--- config.mk ---
export PLATFORM = sky130hd
export DESIGN_NAME = carry_lookahead_adder2
export DESIGN_NICKNAME = d
export VERILOG_FILES = /design/src/rtl/carry_lookahead_adder2.sv
export SDC_FILE = /design/constraint.sdc
export NUM_CORES = 1
export LEC_CHECK = 0
export CAP_MARGIN = 0
export CORE_ASPECT_RATIO = 0.5
export CORE_UTILIZATION = 46
export DETAILED_ROUTE_END_ITERATION = 8
export PLACE_DENSITY = 0.86
export SLEW_MARGIN = 30
export SYNTH_ARGS = -nofsm -noshare
export SYNTH_HDL_FRONTEND = slang
export SYNTH_SLANG_ARGS = --single-unit
--- constraint.sdc ---
create_clock -name clk -period 4.7 [get_ports clk]
set_input_delay 0.47 -clock clk [delete_from_list [all_inputs] [get_ports clk]]
set_output_delay 0.47 -clock clk [all_outputs]
set_load 0.02 [all_outputs]
--- src/rtl/carry_lookahead_adder2.sv ---
// Registered two-level carry-lookahead adder: 4-bit lookahead groups feeding a
// group-level lookahead unit, with carry-out and signed-overflow flags.
module carry_lookahead_adder2 #(
   parameter int unsigned WIDTH = 32
) (
   input  logic             clk,
   input  logic             rst,
   input  logic [WIDTH-1:0] a,
   input  logic [WIDTH-1:0] b,
   input  logic             Cin,
   output logic [WIDTH-1:0] S,
   output logic             Cout,
   output logic             posOverflow,
   output logic             negOverflow
);

   localparam int unsigned NGRP = WIDTH / 4;
   localparam int unsigned MSB  = WIDTH - 1;

   logic [WIDTH-1:0] w_g;
   logic [WIDTH-1:0] w_p;
   logic [WIDTH-1:0] w_c;
   logic [WIDTH-1:0] w_sum;
   logic [NGRP-1:0]  w_grp_g;
   logic [NGRP-1:0]  w_grp_p;
   logic [NGRP:0]    w_grp_c;
   logic             w_pos_ovf;
   logic             w_neg_ovf;

   logic [WIDTH-1:0] r_sum;
   logic             r_cout;
   logic             r_pos_ovf;
   logic             r_neg_ovf;

   assign w_g = a & b;
   assign w_p = a ^ b;

   // Level 1: in-group carries and group generate/propagate, all explicit lookahead.
   for (genvar k = 0; k < NGRP; k++) begin : g_grp
      localparam int unsigned BASE = 4 * k;
      logic [3:0] w_gk;
      logic [3:0] w_pk;
      logic       w_c0;

      assign w_gk = w_g[BASE +: 4];
      assign w_pk = w_p[BASE +: 4];
      assign w_c0 = w_grp_c[k];

      assign w_c[BASE]     = w_c0;
      assign w_c[BASE + 1] = w_gk[0] | (w_pk[0] & w_c0);
      assign w_c[BASE + 2] = w_gk[1] | (w_pk[1] & w_gk[0])
                           | (w_pk[1] & w_pk[0] & w_c0);
      assign w_c[BASE + 3] = w_gk[2] | (w_pk[2] & w_gk[1])
                           | (w_pk[2] & w_pk[1] & w_gk[0])
                           | (w_pk[2] & w_pk[1] & w_pk[0] & w_c0);

      assign w_grp_g[k] = w_gk[3] | (w_pk[3] & w_gk[2])
                        | (w_pk[3] & w_pk[2] & w_gk[1])
                        | (w_pk[3] & w_pk[2] & w_pk[1] & w_gk[0]);
      assign w_grp_p[k] = &w_pk;
   end

   // Level 2: each group carry-in is a flat sum of products of group G/P and Cin.
   always_comb begin
      logic v_acc;
      logic v_term;
      w_grp_c    = '0;
      w_grp_c[0] = Cin;
      for (int k = 1; k <= int'(NGRP); k++) begin
         v_acc  = 1'b0;
         v_term = Cin;
         for (int m = 0; m < k; m++) begin
            v_term = v_term & w_grp_p[m];
         end
         v_acc = v_acc | v_term;
         for (int j = 0; j < k; j++) begin
            v_term = w_grp_g[j];
            for (int m = j + 1; m < k; m++) begin
               v_term = v_term & w_grp_p[m];
            end
            v_acc = v_acc | v_term;
         end
         w_grp_c[k] = v_acc;
      end
   end

   assign w_sum     = w_p ^ w_c;
   assign w_pos_ovf = ~a[MSB] & ~b[MSB] &  w_sum[MSB];
   assign w_neg_ovf =  a[MSB] &  b[MSB] & ~w_sum[MSB];

   // Output pipeline register; reset wins over capture.
   always_ff @(posedge clk) begin
      if (rst) begin
         r_sum     <= '0;
         r_cout    <= 1'b0;
         r_pos_ovf <= 1'b0;
         r_neg_ovf <= 1'b0;
      end else begin
         r_sum     <= w_sum;
         r_cout    <= w_grp_c[NGRP];
         r_pos_ovf <= w_pos_ovf;
         r_neg_ovf <= w_neg_ovf;
      end
   end

   assign S           = r_sum;
   assign Cout        = r_cout;
   assign posOverflow = r_pos_ovf;
   assign negOverflow = r_neg_ovf;

endmodule

==> impl.org <==
** Worst setup path
- CP endpoint kind :: flip-flop
- The critical path in this run is classified as input pin to flip-flop.
- For this design, the slowest cell found on the critical path is clkdlybuf4s50_1.
- Startpoint type of the worst setup path :: input pin
- CP cell instances :: clkdlybuf4s50_1 -> ha_1 -> and3_1 -> a22o_1 -> o211ai_2 -> a21o_1 -> nand3_1 -> a21o_1 -> a21o_1 -> fa_1 -> xnor2_1 -> nor2_1
- Buf/Inv on CP :: 1
- Data on the critical path arrives at its endpoint at roughly 3.3 ns.
- Required time at the worst-slack endpoint :: 4.86 ns
- The kind of cell with the highest combined delay along the critical path is compound AO/OA/AOI/OAI gates.
- For this run, the slowest stage of the critical path takes roughly 0.45 ns.
- Of all nets on the critical path, the largest fanout is 4.
- Most frequent CP cell :: a21o_1

** Route
- The detailed router finished its first iteration with 73 violations.
- Before antenna repair, the detailed router went through 4 iterations.
- The routed design has 6.039 mm of wire.
- Detailed-route via count :: 2,315
- Final ANT Viol Nets :: 0
- After detailed routing, the number of vias per cell comes to 5.322.
- DRC viols :: 0
- Routed WL per cell :: 13.88 um

** Floorplan
- In this run the core area contains 18 standard-cell rows.
- The floorplan step set the die width to 103.6 um.
- The initial utilization of the core area, before any placement, comes to 47.90%.
- Area enclosed by the die boundary :: approximately 0.0055 mm^2
- Floorplan Core Area :: 0.004955 mm^2
- Die extent in y :: 52.80 um
- Boundary pin count :: about 100

** STA
- Timing would allow up to 320.8 MHz.
- Unrepaired setup endpoints after global routing :: no
- Setup violations remaining at the end of the flow were counted as 0.
- Measured against its own limit, the worst slew margin works out to between 60% and 70%.
- The total count of max-transition violations in the final report came to 0.
- Tightest Pin Transition :: 0.4883 ns
- In the final timing run, aggregate negative setup slack is 0 ns.
- Shortest period the worst path allows :: 3.117 ns
- The worst path uses between 60 and 70% of the clock period.
- The final hold violation count is 0.
- On the final layout, the worst hold slack is 0.9544 ns.

** Global routing
- Global routing consumed, on the met2 layer, approximately 47% of the routing resources.
- Pin count of the biggest net entering global routing :: 40
- Number of antenna violations at the first check in global routing :: 0
- The number of global-route vias before repair is about 2,300.
- The layer flagged by global routing as most heavily used is met2.
- The first global-routing pass estimated 10.05 mm of wire.
- Met1 capacity usage during global routing :: 25.08%
- After global routing the overflow that remains totals 0.
- In the global route stage, met3 resource usage came out at 5.093%.
- Overall fraction of global-route tracks in use :: 23.20%

** Min path
- Class of the tightest hold or removal check :: input pin to flip-flop

** Final layout
- For this run, the post-layout net count is 472.
- Total inserted antenna cells :: 0
- Share of post-route cells with drive strength above 1 :: a little over 4%
- Count of placed standard cells in the final layout, fillers left out :: 435
- Compared with the post-synthesis result, the final layout area differs by 50.18%.
- Fraction of the core area covered by cells at the end of the flow :: 71.94%
- Counting the fill cells in the layout gives 387.

** Synth
- Synth top area share :: 29.52%
- Top FF cell, synth :: dfxtp_1
- Cell area after synthesis :: roughly 0.0024 mm^2
- The number of different library cells used by synthesis comes to between 40 and 50.
- Number of warnings printed during yosys synthesis :: 0
- Number of enable flip-flop cells after synthesis :: 0
- Proportion of synthesized flip-flops having asynchronous set or reset :: 0%
- List of most frequent post-synthesis cells :: dfxtp_1, ha_1, nor2_1
- In this run the mean area of a mapped cell was 9.164 um^2.
- The number of nets in the synthesized netlist is 367.
- Sequential cell area fraction in the yosys report :: 29.52%
- The most common cell in the synthesized netlist is dfxtp_1.
- Post-synthesis sequential element count :: 35
- The largest total area in the synthesized netlist belongs to dfxtp_1.
- Ranking of synthesized cells by area :: dfxtp_1, ha_1, fa_1
- Mapped Cells :: between 200 and 300

** Clock tree
- In this run the number of H-tree levels came out at 2.
- Post-cts sizing count :: 0
- Clock sink count :: 35
- No sink is reached through more buffers than the 2 on the longest clock path.
- Clock tree from TritonCTS :: done
- Number of clock buffers inserted by TritonCTS :: 5
- Count of buffers added by post-CTS timing repair for setup :: 0
- For this design, the CTS-stage hold fixing added 0 buffers.
- Clock slew at reported path FFs :: 0.07 ns
- Root buf cell :: clkbuf_8

** Placed design
- PortBufs :: a little over 100
- Detailed placement ended at an HPWL of approximately 4.8 mm.
- Dpl cells :: 427
- At the end of routability-driven placement, the weighted congestion stood at between 0.7 and 0.8.

** Pwr
- Worst VDD drop :: about 0.15 mV
- Power spread over the standard cell area amounts to 274.7 mW/mm^2.
- For this design the static power due to leakage is 1.519 nW.
- Total power for the finished layout comes to 0.9793 mW.

** Status
- Status :: finished, final reports clean

** Run
- Maximum Capacitance Violations :: 0
## metrics by stage
step	setup slack, ns	instance area [um^2]
floorplan	1.963	2374
global placement	1.377	3465
detailed placement	1.328	3465
CTS	1.600	3565
global route	1.437	3565
finish	1.583	3565
## area by class of cell
cell class	count	area [um^2]	area share [%]
multi-input combinational	210	1620	45.45
timing repair buffer	102	1018	28.57
sequential	35	700.7	19.66
clock buffer	8	100.1	2.808
tap	70	87.58	2.457
inverter	10	37.54	1.053
## per-layer routing
layer,wire length [um],vias to the layer above
li1,-,1138
met1,2539,1103
met2,3161,68
met3,282,6
met4,56,0
met5,0,-
## tightest hold or removal path, stage by stage
cell and delay (ns):
clkdlybuf4s50_1 0.43, inv_1 0.09, fa_1 0.16, nor2_1 0.04
## final timing paths
check | from | endpoint | slack (ns) | cells after the start
max | a[4] | S[21]$_SDFF_PP0_ | 1.58 | 12
min | b[0] | S[0]$_SDFF_PP0_ | 0.95 | 4
## sequential cells by signal, summed over array words and instances (netlist names)
name / cells
posOverflow: 1
S: 32
Cout: 1
negOverflow: 1
## cells by family (layout without fill, tap and decap cells)
family | count (synthesis) | after routing | synth area share, %
xor+xnor | 13 | 13 | 4.797
mux | 2 | 2 | 0.9488
compound gates | 63 | 63 | 17.82
buf+inv | 14 | 120 | 2.214
flops | 35 | 35 | 29.52
simple gates | 91 | 91 | 20.56
fa+ha+maj | 41 | 41 | 24.14
## cell usage in the layout (no fill, tap or decap), types with 4 or more instances in the layout
master,netlist,final
clkdlybuf4s50_1,0,101
dfxtp_1,35,35
ha_1,33,33
nor2_1,25,25
a21oi_1,18,18
nor2b_1,12,12
nor3_1,11,11
inv_1,10,10
xnor2_1,10,10
nand3_1,9,9
nand2_1,8,8
and3_1,8,8
o21ai_0,8,8
fa_1,8,8
a21o_1,7,7
clkbuf_8,0,7
a21boi_0,5,5
o21a_1,5,5
and2_1,4,4
## power breakdown
| part | switching (mW) | internal, mW |
|---|---|---|
| clock | 0.108 | 0.134 |
| combinational | 0.187 | 0.205 |
| sequential | 0.0103 | 0.335 |
| total | 0.305 | 0.674 |
No activity file was read; power rests on OpenSTA's default activity.
